File: src/rtl/uart_rx_periph_pkg.sv
// Shared definitions for the UART receive peripheral: receiver states,
// register addresses and status bit layout.
package uart_rx_periph_pkg;

    typedef enum logic [1:0] {
        ST_IDLE  = 2'd0,
        ST_START = 2'd1,
        ST_DATA  = 2'd2,
        ST_STOP  = 2'd3
    } rx_state_t;

    localparam logic [3:0] ADDR_RXDATA = 4'd0;
    localparam logic [3:0] ADDR_STATUS = 4'd2;

    localparam int STAT_NOT_EMPTY = 0;
    localparam int STAT_FULL      = 1;
    localparam int STAT_FERR      = 2;
    localparam int STAT_OVR       = 3;

    function automatic logic [15:0] pack_status(input logic ovr, input logic ferr,
                                                 input logic full, input logic not_empty);
        return {12'h000, ovr, ferr, full, not_empty};
    endfunction

endpackage

File: src/rtl/uart_rx_periph_if.sv
// Register bus of the UART receive peripheral; the host drives the master side.
interface uart_rx_periph_if;
    logic        cs;
    logic        rd;
    logic        wr;
    logic [3:0]  addr;
    logic [15:0] d_in;
    logic [15:0] d_out;
    logic        rx_irq;

    modport master (output cs, rd, wr, addr, d_in, input d_out, rx_irq);
    modport slave  (input cs, rd, wr, addr, d_in, output d_out, rx_irq);
endinterface

File: src/rtl/uart_rx_periph_fifo.sv
// Synchronous receive FIFO; a push on a full FIFO only lands when a pop
// happens in the same cycle.
module uart_rx_fifo #(
    parameter int DEPTH = 4,
    parameter int WIDTH = 8
) (
    input  logic                       clk,
    input  logic                       rst,
    input  logic                       push,
    input  logic                       pop,
    input  logic [WIDTH-1:0]           din,
    output logic [WIDTH-1:0]           dout,
    output logic                       full,
    output logic                       empty,
    output logic [$clog2(DEPTH):0]     count
);
    localparam int AW = $clog2(DEPTH);
    localparam int CW = AW + 1;

    logic [WIDTH-1:0] mem_r [DEPTH];
    logic [AW-1:0]    wr_ptr_r;
    logic [AW-1:0]    rd_ptr_r;
    logic [CW-1:0]    count_r;
    logic [CW-1:0]    count_n;
    logic             full_r;
    logic             empty_r;
    logic             rd_en_s;
    logic             wr_en_s;

    assign rd_en_s = pop && !empty_r;
    assign wr_en_s = push && (!full_r || rd_en_s);

    // Occupancy after this cycle's push/pop.
    always_comb begin
        count_n = count_r;
        case ({wr_en_s, rd_en_s})
            2'b10:   count_n = count_r + CW'(1);
            2'b01:   count_n = count_r - CW'(1);
            default: count_n = count_r;
        endcase
    end

    // Storage array write port.
    always_ff @(posedge clk) begin
        if (wr_en_s) begin
            mem_r[wr_ptr_r] <= din;
        end
    end

    // Pointers, occupancy and registered full/empty flags.
    always_ff @(posedge clk) begin
        if (rst) begin
            wr_ptr_r <= '0;
            rd_ptr_r <= '0;
            count_r  <= '0;
            full_r   <= 1'b0;
            empty_r  <= 1'b1;
        end else begin
            if (wr_en_s) wr_ptr_r <= wr_ptr_r + AW'(1);
            if (rd_en_s) rd_ptr_r <= rd_ptr_r + AW'(1);
            count_r <= count_n;
            full_r  <= (count_n == CW'(DEPTH));
            empty_r <= (count_n == '0);
        end
    end

    assign dout  = mem_r[rd_ptr_r];
    assign full  = full_r;
    assign empty = empty_r;
    assign count = count_r;
endmodule

File: src/rtl/uart_rx_periph.sv
// 8N1 UART receiver with 16x oversampling, receive FIFO and a small
// register interface (data pop, status, sticky error clear).
module uart_rx_periph
    import uart_rx_periph_pkg::*;
#(
    parameter int CLK_HZ     = 50000000,
    parameter int BAUD       = 115200,
    parameter int FIFO_DEPTH = 4
) (
    input  logic             sys_clk_i,
    input  logic             sys_rst_i,
    input  logic             uart_rx,
    uart_rx_periph_if.slave  bus
);
    localparam int DIV_RAW = CLK_HZ / (BAUD * 16);
    localparam int DIV     = (DIV_RAW < 1) ? 1 : DIV_RAW;
    localparam int DIV_W   = (DIV > 1) ? $clog2(DIV) : 1;
    localparam logic [DIV_W-1:0] DIV_LAST = DIV_W'(DIV - 1);
    localparam int CNT_W   = $clog2(FIFO_DEPTH) + 1;

    logic [1:0]       sync_r;
    logic             rx_s;
    logic             rx_prev_r;
    logic [DIV_W-1:0] div_cnt_r;
    logic             tick_s;
    rx_state_t        state_r, state_n;
    logic [3:0]       tick_cnt_r, tick_cnt_n;
    logic [2:0]       bit_cnt_r, bit_cnt_n;
    logic [7:0]       shift_r, shift_n;
    logic             brk_wait_r, brk_wait_n;
    logic             div_clr_s, push_s, ferr_set_s;
    logic             read_s, write_s, pop_s, ovr_set_s, ferr_clr_s, ovr_clr_s;
    logic             ferr_r, ovr_r;
    logic [15:0]      d_out_r;
    logic [7:0]       fifo_dout_s;
    logic             fifo_full_s, fifo_empty_s;
    logic [CNT_W-1:0] fifo_count_s;
    logic             unused_d_in_s;

    assign rx_s   = sync_r[1];
    assign tick_s = (div_cnt_r == DIV_LAST);

    // Two-flop synchronizer plus previous-value flop for edge detection.
    always_ff @(posedge sys_clk_i) begin
        if (sys_rst_i) begin
            sync_r    <= 2'b11;
            rx_prev_r <= 1'b1;
        end else begin
            sync_r    <= {sync_r[0], uart_rx};
            rx_prev_r <= sync_r[1];
        end
    end

    // Oversample divider; realigned to the start edge so ticks sit mid-bit.
    always_ff @(posedge sys_clk_i) begin
        if (sys_rst_i || div_clr_s || tick_s) begin
            div_cnt_r <= '0;
        end else begin
            div_cnt_r <= div_cnt_r + DIV_W'(1);
        end
    end

    // Receiver next-state logic. brk_wait_r holds STOP until the line is high.
    always_comb begin
        state_n    = state_r;
        tick_cnt_n = tick_cnt_r;
        bit_cnt_n  = bit_cnt_r;
        shift_n    = shift_r;
        brk_wait_n = brk_wait_r;
        div_clr_s  = 1'b0;
        push_s     = 1'b0;
        ferr_set_s = 1'b0;
        case (state_r)
            ST_IDLE: begin
                if (rx_prev_r && !rx_s) begin
                    state_n    = ST_START;
                    tick_cnt_n = 4'd0;
                    bit_cnt_n  = 3'd0;
                    brk_wait_n = 1'b0;
                    div_clr_s  = 1'b1;
                end else begin
                    state_n = ST_IDLE;
                end
            end
            ST_START: begin
                if (tick_s && tick_cnt_r == 4'd7) begin
                    tick_cnt_n = 4'd0;
                    if (!rx_s) state_n = ST_DATA;
                    else       state_n = ST_IDLE;
                end else if (tick_s) begin
                    tick_cnt_n = tick_cnt_r + 4'd1;
                end else begin
                    tick_cnt_n = tick_cnt_r;
                end
            end
            ST_DATA: begin
                if (tick_s && tick_cnt_r == 4'd15) begin
                    tick_cnt_n = 4'd0;
                    shift_n    = {rx_s, shift_r[7:1]};
                    bit_cnt_n  = bit_cnt_r + 3'd1;
                    if (bit_cnt_r == 3'd7) state_n = ST_STOP;
                    else                   state_n = ST_DATA;
                end else if (tick_s) begin
                    tick_cnt_n = tick_cnt_r + 4'd1;
                end else begin
                    tick_cnt_n = tick_cnt_r;
                end
            end
            ST_STOP: begin
                if (brk_wait_r) begin
                    if (rx_s) begin
                        state_n    = ST_IDLE;
                        brk_wait_n = 1'b0;
                    end else begin
                        state_n = ST_STOP;
                    end
                end else if (tick_s && tick_cnt_r == 4'd15) begin
                    tick_cnt_n = 4'd0;
                    if (rx_s) begin
                        push_s  = 1'b1;
                        state_n = ST_IDLE;
                    end else begin
                        ferr_set_s = 1'b1;
                        brk_wait_n = 1'b1;
                    end
                end else if (tick_s) begin
                    tick_cnt_n = tick_cnt_r + 4'd1;
                end else begin
                    tick_cnt_n = tick_cnt_r;
                end
            end
            default: state_n = ST_IDLE;
        endcase
    end

    // Receiver state registers.
    always_ff @(posedge sys_clk_i) begin
        if (sys_rst_i) begin
            state_r    <= ST_IDLE;
            tick_cnt_r <= 4'd0;
            bit_cnt_r  <= 3'd0;
            shift_r    <= 8'h00;
            brk_wait_r <= 1'b0;
        end else begin
            state_r    <= state_n;
            tick_cnt_r <= tick_cnt_n;
            bit_cnt_r  <= bit_cnt_n;
            shift_r    <= shift_n;
            brk_wait_r <= brk_wait_n;
        end
    end

    uart_rx_fifo #(.DEPTH(FIFO_DEPTH), .WIDTH(8)) u_fifo (
        .clk   (sys_clk_i),
        .rst   (sys_rst_i),
        .push  (push_s),
        .pop   (pop_s),
        .din   (shift_r),
        .dout  (fifo_dout_s),
        .full  (fifo_full_s),
        .empty (fifo_empty_s),
        .count (fifo_count_s)
    );

    assign read_s     = bus.cs && bus.rd;
    assign write_s    = bus.cs && bus.wr;
    assign pop_s      = read_s && (bus.addr == ADDR_RXDATA) && !fifo_empty_s;
    assign ovr_set_s  = push_s && fifo_full_s && !pop_s;
    assign ferr_clr_s = write_s && (bus.addr == ADDR_STATUS) && bus.d_in[STAT_FERR];
    assign ovr_clr_s  = write_s && (bus.addr == ADDR_STATUS) && bus.d_in[STAT_OVR];
    assign unused_d_in_s = ^{bus.d_in[15:4], bus.d_in[1:0]};

    // Sticky error flags; a set in the same cycle as a clear wins.
    always_ff @(posedge sys_clk_i) begin
        if (sys_rst_i) begin
            ferr_r <= 1'b0;
            ovr_r  <= 1'b0;
        end else begin
            if (ferr_set_s)      ferr_r <= 1'b1;
            else if (ferr_clr_s) ferr_r <= 1'b0;
            if (ovr_set_s)       ovr_r  <= 1'b1;
            else if (ovr_clr_s)  ovr_r  <= 1'b0;
        end
    end

    // Read data register, held until the next read.
    always_ff @(posedge sys_clk_i) begin
        if (sys_rst_i) begin
            d_out_r <= 16'h0000;
        end else if (read_s) begin
            case (bus.addr)
                ADDR_RXDATA: d_out_r <= fifo_empty_s ? 16'h0000 : {8'h00, fifo_dout_s};
                ADDR_STATUS: d_out_r <= pack_status(ovr_r, ferr_r, fifo_full_s, !fifo_empty_s);
                default:     d_out_r <= 16'h0000;
            endcase
        end
    end

    assign bus.d_out  = d_out_r;
    assign bus.rx_irq = (fifo_count_s != '0);
endmodule

File: src/flat_wrapper.sv
// flat-port wrapper written by rule: the top's interface ports become plain ports
module uart_rx_periph_flat import uart_rx_periph_pkg::*;
#(
    parameter int CLK_HZ     = 50000000,
    parameter int BAUD       = 115200,
    parameter int FIFO_DEPTH = 4
)
  (sys_clk_i, sys_rst_i, uart_rx, bus_cs, bus_rd, bus_wr, bus_addr, bus_d_in, bus_d_out, bus_rx_irq);
  uart_rx_periph_if bus_i ();
  input  logic sys_clk_i;
  input  logic sys_rst_i;
  input  logic uart_rx;
  input wire logic [$bits(bus_i.cs)-1:0] bus_cs;
  input wire logic [$bits(bus_i.rd)-1:0] bus_rd;
  input wire logic [$bits(bus_i.wr)-1:0] bus_wr;
  input wire logic [$bits(bus_i.addr)-1:0] bus_addr;
  input wire logic [$bits(bus_i.d_in)-1:0] bus_d_in;
  output wire logic [$bits(bus_i.d_out)-1:0] bus_d_out;
  output wire logic [$bits(bus_i.rx_irq)-1:0] bus_rx_irq;
  assign bus_i.cs = bus_cs;
  assign bus_i.rd = bus_rd;
  assign bus_i.wr = bus_wr;
  assign bus_i.addr = bus_addr;
  assign bus_i.d_in = bus_d_in;
  assign bus_d_out = bus_i.d_out;
  assign bus_rx_irq = bus_i.rx_irq;
  uart_rx_periph #(.CLK_HZ(CLK_HZ), .BAUD(BAUD), .FIFO_DEPTH(FIFO_DEPTH)) u_core (.sys_clk_i(sys_clk_i), .sys_rst_i(sys_rst_i), .uart_rx(uart_rx), .bus(bus_i));
endmodule
File: config.mk
export PLATFORM = sky130hd
export DESIGN_NAME = uart_rx_periph_flat
export DESIGN_NICKNAME = d
export VERILOG_FILES = /design/src/rtl/uart_rx_periph_pkg.sv /design/src/rtl/uart_rx_periph_if.sv /design/src/rtl/uart_rx_periph_fifo.sv /design/src/rtl/uart_rx_periph.sv /design/src/flat_wrapper.sv
export SDC_FILE = /design/constraint.sdc
export NUM_CORES = 1
export LEC_CHECK = 0
export CORE_MARGIN = 1
export CORE_UTILIZATION = 55
export DETAILED_ROUTE_END_ITERATION = 12
export PLACE_DENSITY = 0.79
export SKIP_CTS_REPAIR_TIMING = 1
export SLEW_MARGIN = 15
export SYNTH_ARGS = -nofsm -noshare
export SYNTH_HDL_FRONTEND = slang
export SYNTH_SLANG_ARGS = --single-unit
File: constraint.sdc
create_clock -name sys_clk_i -period 3.2 [get_ports sys_clk_i]
set_input_delay 0.32 -clock sys_clk_i [delete_from_list [all_inputs] [get_ports sys_clk_i]]
set_output_delay 0.32 -clock sys_clk_i [all_outputs]
set_load 0.01 [all_outputs]
Word level (Yosys, flattened, before mapping):

Memories as Yosys holds them, arrays and structs flattened. A register that Yosys moved wholly into a read port is not among the register bits.
Cells that the tools add are included.
Widths: inputs -> output; s select.

* bits in registers: 53
* memory bits (writable): 32
* input bits: 26
* output and inout bits: 17
* word-level logic and storage cells: 118
* memories kept: 1

* $add $sub $neg: 7
* equality and inequality tests: 17
* multiplexer cells: 43
* reduce and logical (&&, ||, !) cells: 34

Memory list
* u_core.u_fifo.mem_r: words 4, width 8, rd ports 1, clocked after memory_dff 1, wr ports 1, RTL line uart_rx_periph_fifo.sv:20 `logic [WIDTH-1:0] mem_r [DEPTH];`

Operators by type and width (count)
* $pmux 16 s2: 1
* $mux 1: 20
* $mux 4: 5
* $mux 2: 9
* $pmux 4 s4: 1
* $logic_and 1x1->1: 14
* $pmux 3 s2: 2
* $mux 8: 1
* $pmux 2 s4: 1
* $reduce_bool 2->1: 4
* $add 3x1->3 const B: 2
* $eq 2x2->1 const B: 3
* $eq 3x3->1 const B: 2
* $mux 3: 2
* $ne 2x1->1 const B: 3
* $ne 3x1->1 const B: 2
* $reduce_and 2->1: 3
* $add 5x1->5 const B: 1
* $eq 5x5->1 const B: 1
* $add 2x1->2 const B: 2
* $add 4x1->4 const B: 1
* $eq 2x1->1 const B: 2
* $eq 4x2->1 const B: 1
* $eq 4x3->1 const B: 1
* other kinds (12): 17

Longest topological paths before layout:

Gate-level depths: netlist of the first run.

* depth after elaboration: 9
* gate-level depth with buffers: 12

Cells and area by module:

A second synthesis of the first run with hierarchy kept.

* cells, all modules: 288
* area total of the unflattened synthesis: 3358.2 sq um

By module, submodules not included
* uart_rx_fifo: times used 1, cells each 99, area each 1702.9 sq um, sequential area each 1181.1 sq um
* uart_rx_periph: times used 1, cells each 189, area each 1655.3 sq um, sequential area each 720.7 sq um

Worst setup path before layout of the first run:

Ideal clock, no wire load.

* path kind: register to register
* from: register u_core.div_cnt_r[0]
* to: register u_core.u_fifo.full_r, in the netlist u_core.u_fifo.full
* setup time: 0.065 ns
* arrival: 2.716 ns
* data required time: 3.135 ns
* path slack: 0.419 ns
* stages on the path, launching flop included: 13
* clock period less this slack: 2.781 ns
* cells stage by stage: dfxtp_1 inv_1 ha_1 nand4b_4 or4_1 nor2_1 inv_1 ha_1 fa_1 xnor2_1 or3_1 a21oi_1 nor2b_1

* word-level cells in the longest chain between the ends: 9

RTL lines
* from (decl): RTL line uart_rx_periph.sv:24 `logic [DIV_W-1:0] div_cnt_r;`
* from (signal assigned): RTL line uart_rx_periph.sv:59 `div_cnt_r <= div_cnt_r + DIV_W'(1);`
* $eq 5x5->1 (*): RTL line uart_rx_periph.sv:41 `assign tick_s = (div_cnt_r == DIV_LAST);`
* $logic_and 1x1->1 (*): RTL line uart_rx_periph.sv:117 `end else if (tick_s && tick_cnt_r == 4'd15) begin`
* $mux 1 (*): RTL line uart_rx_periph.sv:117
* $mux 1 (*): RTL line uart_rx_periph.sv:110 `if (brk_wait_r) begin`
* $mux 1 (*): RTL line uart_rx_periph.sv:73 `case (state_r)`
* $logic_and 1x1->1 (*): RTL line uart_rx_periph_fifo.sv:31 `assign wr_en_s = push && (!full_r || rd_en_s);`
* $eq 2x1->1 / $eq 2x2->1 (equally long branches): RTL line uart_rx_periph_fifo.sv:36 `case ({wr_en_s, rd_en_s})`
* $pmux 3 s2 (*): RTL line uart_rx_periph_fifo.sv:36
* $eq 3x3->1 (*): RTL line uart_rx_periph_fifo.sv:62 `full_r <= (count_n == CW'(DEPTH));`
* to (signal assigned): RTL line uart_rx_periph_fifo.sv:62
* to (decl): RTL line uart_rx_periph_fifo.sv:25 `logic full_r;`

Mark *: on every way between the ends. The rest lies on a longest branch, timed or not.
A chain may end at the register's enable or synchronous reset.

Worst setup path in the final report of the first run:

Ends and elaborated chain as after synthesis.

==> results of run 1 <==
-- worst max path at each step --
stage,cells past startpoint,end,slack [ps]
5_1_grt,12,u_core.u_fifo.full,40
3_3_place_gp,11,u_core.u_fifo.full,100
4_1_cts,10,u_core.u_fifo.full,210
3_5_place_dp,11,u_core.u_fifo.full,60
6_report,12,u_core.u_fifo.full,290
2_1_floorplan,12,u_core.u_fifo.full,420
-- per-stage QoR --
step,cells,hold WS (ps),setup WS [ps]
global placement,374,397.2,99.27
CTS,390,450.8,208.1
detailed placement,374,397.2,64.39
global route,390,459.0,35.01
floorplan,289,389.5,419.1
finish,390,437.4,291.9
-- worst register-to-register path: stages, from the launching register on --
cell and delay, ps:
dfxtp_1 340, inv_1 60, ha_1 200, nand4b_4 120
or4_1 540, nor2_1 120, inv_1 50, ha_1 210
fa_1 380, xnor2_1 150, or3_1 330, a21oi_2 170
nor2b_1 160
-- Yosys cell counts (2+ instances only) --
cell type	count	share of area (%)
dfxtp_1	47	28
edfxtp_1	32	28
nor2_1	31	3.4
a21oi_1	12	1.8
mux2i_1	11	3.2
nand2_1	11	1.2
ha_1	10	3.7
buf_4	9	2.0
inv_1	8	0.88
mux4_2	8	5.3
nand3_1	8	1.2
o21ai_0	8	1.2
a22oi_1	7	1.5
and3_1	5	0.92
clkbuf_1	5	0.55
nor2b_1	5	0.92
xor2_1	5	1.3
or2_2	4	0.74
xnor2_1	4	1.0
a32oi_1	3	0.77
and2_1	3	0.55
nand4_1	3	0.55
o211ai_1	3	0.66
o21a_1	3	0.66
or3_1	3	0.55
a211oi_1	2	0.44
a31oi_1	2	0.37
buf_2	2	0.29
buf_6	2	0.66
nand3b_1	2	0.44
nor3_1	2	0.29
nor4b_1	2	0.52
o211a_1	2	0.59
o21ai_1	2	0.29
or4_1	2	0.44
-- cells by family (layout without fill, tap and decap cells) --
| group | Yosys count | in the layout |
|---|---|---|
| simple gates | 88 | 88 |
| flops | 79 | 79 |
| compound gates | 49 | 49 |
| buf+inv | 26 | 52 |
| mux | 19 | 19 |
| fa+ha+maj | 11 | 11 |
| xor+xnor | 9 | 9 |
| other cells | 1 | 8 |
-- power by group --
part / leakage [uW] / switching (uW) / internal, uW
Combinational: 0.000639 / 36.5 / 30.8
Sequential: 0.000677 / 7.51 / 1050
Clock: 0.000125 / 352 / 538
Total: 0.00144 / 396 / 1620
-- registers in the layout (all words and copies together), names as in the netlist, 3 cells and up, named ones only --
register,flops
u_core.u_fifo.mem_r,32
u_core.bus.d_out,8
u_core.shift_r,8
u_core.div_cnt_r,5
u_core.tick_cnt_r,4
u_core.bit_cnt_r,3
u_core.u_fifo.count,3
-- metal layers --
layer | wire length (um) | vias up
met5 | 0 | -
met4 | 111 | 0
met3 | 299 | 11
met2 | 3047 | 63
met1 | 2770 | 1087
li1 | - | 1079
-- cell type report --
type / count / area, sq um
clock buffer: 13 / 181.4
clock inverter: 3 / 68.82
fill: 430 / 2039
inverter: 8 / 30.03
multi-input combinational: 184 / 1379
sequential: 79 / 1903
tap: 75 / 93.84
timing repair buffer: 28 / 260.3
==> flow_summary.yaml, run 1 <==
worst_setup_path:
  endpoint_kind: "register"
  startpoint: "u_core.div_cnt_r[0]"
  r2r_end: "u_core.u_fifo.full"
  crit_fanout: 4
  regToRegSetupSlack_ps: 290
  critPathLaunchType: "register"
  critPathBufInv: 2
  critical_path_class: "register to register"
  slowest_stage: "or4_1"
  max_stage_delay_ps: 540
  path_delay_family: "simple AND/OR/NAND/NOR gates"
  r2r-start: "u_core.div_cnt_r[0]"
  crit_path_cell_trace: "inv_1, ha_1, nand4b_4, or4_1, nor2_1, inv_1, ha_1, fa_1, xnor2_1, or3_1, a21oi_2, nor2b_1"
  rr_worst_depth: 12
  arrival_ps: 3180
  required_ps: 3480
routing:
  wl_per_cell_um: 15.97
  drt_iter0_drc: 129
  via_count: 2240
  drc: 0
  totalWireLength_um: 6229
  first_pass_iters: 4
  ant_nets: 0
  routed_via_density: 5.744
synthesis:
  syn_inst: 282
  ys_async_sr_fraction_pct: 0
  synth_compound_area_share_pct: 9.937
  synth_seq_cells: 79
  ys.flop_type: "dfxtp_1"
  synth_edf_count: 32
  syn_area_per_cell_sq_um: 12.06
  synthSimpleGateAreaFrac_pct: 14.50
  synth_xor_area_share_pct: 2.319
  synth_top_family_by_area: "simple AND/OR/NAND/NOR gates"
  yosys_warnings: 0
  muxShareOfSynthArea_pct: 8.539
  synth_seq_area_share_pct: 55.94
  yosysUniqueCellTypes: 49
  post_synth_fa_ha_maj_area_fraction_pct: 4.269
  syn_area_sq_mm: 0.003400
grt:
  gr-max-usage-layer: "met2"
  grt_pass1_wl_um: 10090
  use_met1_pct: 26.58
  grt_start_max_net_pins: 19
  antenna_found_initial: 0
  grt-ovfl-total: 0
  met3_usage_pct: 3.523
  met2_usage_pct: 35.42
  gr-usage-all-layers_pct: 21.07
  grt_pass1_vias: 2092
floorplan:
  die_h_um: 80.62
  die_x_um: 80.62
  die_area_sq_mm: 0.006500
  rows: 28
  io_pins: 43
  start_util_pct: 57.08
  core_sq_mm: 0.005956
cells_and_area:
  final_cell_mix: "dfxtp_1 (46), edfxtp_1 (32), nor2_1 (31), clkdlybuf4s50_1 (20)"
  drive_gt1_share_pct: 13.65
  final_common_cell: "dfxtp_1"
  nets: 347
  diodes: 0
  utilization_pct: 65.76
  area_growth_syn_to_layout_pct: 15.20
  final_cell_area_sq_mm: 0.003916
place:
  place.port_buffers: 20
  placed_area_sq_mm: 0.003661
  gp_congestion: 0.8654
  dp_hpwl_um: 4282
clock_network:
  clockBufferDepth: 2
  numClockSinks: 79
  path_clk_slew_ps: 80
  cts_buffers: 9
  tritoncts: "yes"
  htreeDepth: 3
  cts_root_buf: "clkbuf_8"
  clk_latency_ps: 340
timing:
  worst_slew_pin_slew_ps: 883.2
  setup_tns_ps: 0
  period_share_pct: 90.88
  period_minus_slack_ps: 2908
  fin_skew_ps: 10.36
  rsz0062_at_grt: "no"
  final-setup-viol-count: 0
  hold_viol: 0
  relSlewSlack_pct: 40.29
  slew_violations: 0
  fmax_mhz: 343.9
pwr:
  p_per_area_mw_per_mm2: 513.4
  totalPowerFinal_uw: 2011
  p_leak_uw: 0.001441
  vdd_ir_drop_max_mv: 0.3105
min_path:
  hold_end: "u_core.sync_r[1]"
  holdPathStages: 1
  hp-class: "register to register"
  hp-start: "u_core.sync_r[0]"
flow_run:
  maxCapViolations: 0
outcome:
  status: "finished, final reports clean"
Note: power is estimated with default switching activity, not from simulation.
==> inputs of run 2 (changes only) <==
--- a/config.mk
+++ b/config.mk
@@ -8,7 +8,7 @@
 export CORE_MARGIN = 1
 export CORE_UTILIZATION = 55
 export DETAILED_ROUTE_END_ITERATION = 12
-export PLACE_DENSITY = 0.79
+export PLACE_DENSITY_LB_ADDON = 0.2
 export SKIP_CTS_REPAIR_TIMING = 1
 export SLEW_MARGIN = 15
 export SYNTH_ARGS = -nofsm -noshare
==> run 2 against run 1 <==
- sequential power hardly changed
- global-route usage is 1.8 points lower
- first-iteration DRC count is 57% higher
- critical path type unchanged
==> flow_summary.yaml, run 2 (synthesis gave the netlist of run 1 again) <==
worst_setup_path:
  critical_path_class: "register to register"
  required_ps: 3480
  critPathBufInv: 2
  path_delay_family: "simple AND/OR/NAND/NOR gates"
  rr_worst_depth: 12
  critPathLaunchType: "register"
  endpoint_kind: "register"
  crit_cells: 12
  endpoint: "u_core.u_fifo.full"
  crit_fanout: 4
  max_stage_delay_ps: 550
  startpoint: "u_core.div_cnt_r[0]"
  regToRegSetupSlack_ps: 250
  r2r-start: "u_core.div_cnt_r[0]"
  arrival_ps: 3230
  r2r_end: "u_core.u_fifo.full"
  crit_path_cell_trace: "inv_1, ha_1, nand4b_4, or4_1, nor2_1, inv_1, ha_1, fa_1, xnor2_1, or3_1, a21oi_1, nor2b_1"
  slowest_stage: "or4_1"
timing:
  rsz0062_at_grt: "no"
  period_minus_slack_ps: 2952
  worst_slew_pin_slew_ps: 856.4
  fmax_mhz: 338.8
  relSlewSlack_pct: 42.10
  worst_hold_slack_ps: 416.1
  hold_viol: 0
  setup_tns_ps: 0
  fin_skew_ps: 12.18
  slew_violations: 0
  final-setup-viol-count: 0
  period_share_pct: 92.24
routing:
  totalWireLength_um: 5816
  routed_via_density: 5.460
  ant_nets: 0
  first_pass_iters: 5
  drc: 0
  via_count: 2135
  drt_iter0_drc: 203
  wl_per_cell_um: 14.87
cells_and_area:
  fin_cells: 391
  diodes: 0
  final_cell_mix: "dfxtp_1 (47), edfxtp_1 (32), nor2_1 (31), clkdlybuf4s50_1 (20), a21oi_1 (12)"
  final_cell_area_sq_mm: 0.003875
  largest_reg_flops: 32
  nets: 348
  final_common_cell: "dfxtp_1"
  regMostFlops: "u_core.u_fifo.mem_r"
  drive_gt1_share_pct: 13.61
  area_growth_syn_to_layout_pct: 13.99
floorplan:
  die_area_sq_mm: 0.006500
  io_pins: 43
  start_util_pct: 57.08
  die_h_um: 80.62
  die_x_um: 80.62
  core_sq_mm: 0.005956
  rows: 28
clock_network:
  cts_buffers: 9
  clockBufferDepth: 2
  clk_latency_ps: 340
  cts_root_buf: "clkbuf_8"
  path_clk_slew_ps: 80
  tritoncts: "yes"
  htreeDepth: 3
  numClockSinks: 79
place:
  placed_area_sq_mm: 0.003669
  dp_hpwl_um: 4099
  gp_congestion: 0.8190
  dp.cells: 375
  place.port_buffers: 20
grt:
  grt_start_max_net_pins: 19
  gr-usage-all-layers_pct: 19.27
  grt_pass1_wl_um: 9177
  grt_pass1_vias: 1898
  antenna_found_initial: 0
  grt-ovfl-total: 0
flow_run:
  maxCapViolations: 0
pwr:
  p_leak_uw: 0.001425
  vdd_ir_drop_max_mv: 0.3133
  p_per_area_mw_per_mm2: 480.9
outcome:
  status: "finished, final reports clean"
min_path:
  hp-class: "register to register"
## run 2: cell count changes in the layout (fill, tap and decap cells not counted), sizes merged
| cell | change |
|---|---|
| clkbuf | -2 |
| clkinv | +2 |
| buf | +1 |
| bufinv | -1 |
| clkinvlp | +1 |
## run 2: area by class of cell
type,instances,area (sq um)
clock buffers,11,151.4
fillers,472,2081
multi-input cells,184,1375
well taps,75,93.84
repair buffers,29,267.8
clock inverters,5,55.05
inverters,8,30.03
flip-flops and latches,79,1902
## run 2: how the worst min path moves through the flow
stage	to	slack (ps)	cells past startpoint	startpoint
global placement	u_core.sync_r[1]	390	1	u_core.sync_r[0]
CTS	u_core.sync_r[1]	410	1	u_core.sync_r[0]
finish	u_core.sync_r[1]	420	1	u_core.sync_r[0]
global route	u_core.sync_r[1]	420	1	u_core.sync_r[0]
detailed placement	u_core.sync_r[1]	400	1	u_core.sync_r[0]
floorplan	u_core.sync_r[1]	390	1	u_core.sync_r[0]
## run 2: per-stage QoR
step | setup slack, ps | util, % | total power [uW]
after floorplan | 419.1 | - | 1119
after global placement | 90.67 | 61.60 | 1143
after detailed placement | 31.64 | 61.60 | 1143
after CTS | 235.1 | 65.06 | 1881
after global routing | 30.96 | 65.06 | 1923
final | 248.3 | 65.06 | 1863
## run 2: layer usage
layer	GRT usage [%]	vias to the layer above	part of all wire (%)
met5	0	-	0
met4	9.821	0	1.7
met3	3.750	9	4.2
met2	29.07	49	44
met1	26.25	999	50
li1	-	1078	-
## run 2: power by group
| group | internal (uW) | total [uW] | switching [uW] | leakage, uW |
|---|---|---|---|---|
| Clock | 402 | 742 | 341 | 0.000103 |
| Combinational | 31.5 | 68.9 | 37.4 | 0.000645 |
| Sequential | 1050 | 1050 | 5.96 | 0.000677 |
==> inputs of run 3 (changes only) <==
--- a/config.mk
+++ b/config.mk
@@ -8,6 +8,7 @@
 export CORE_MARGIN = 1
 export CORE_UTILIZATION = 55
 export DETAILED_ROUTE_END_ITERATION = 12
+export GPL_ROUTABILITY_DRIVEN = 0
 export PLACE_DENSITY_LB_ADDON = 0.2
 export SKIP_CTS_REPAIR_TIMING = 1
 export SLEW_MARGIN = 15
==> results of run 3 <==
No change in the layout: final DEF, timing and power equal those of run 2.
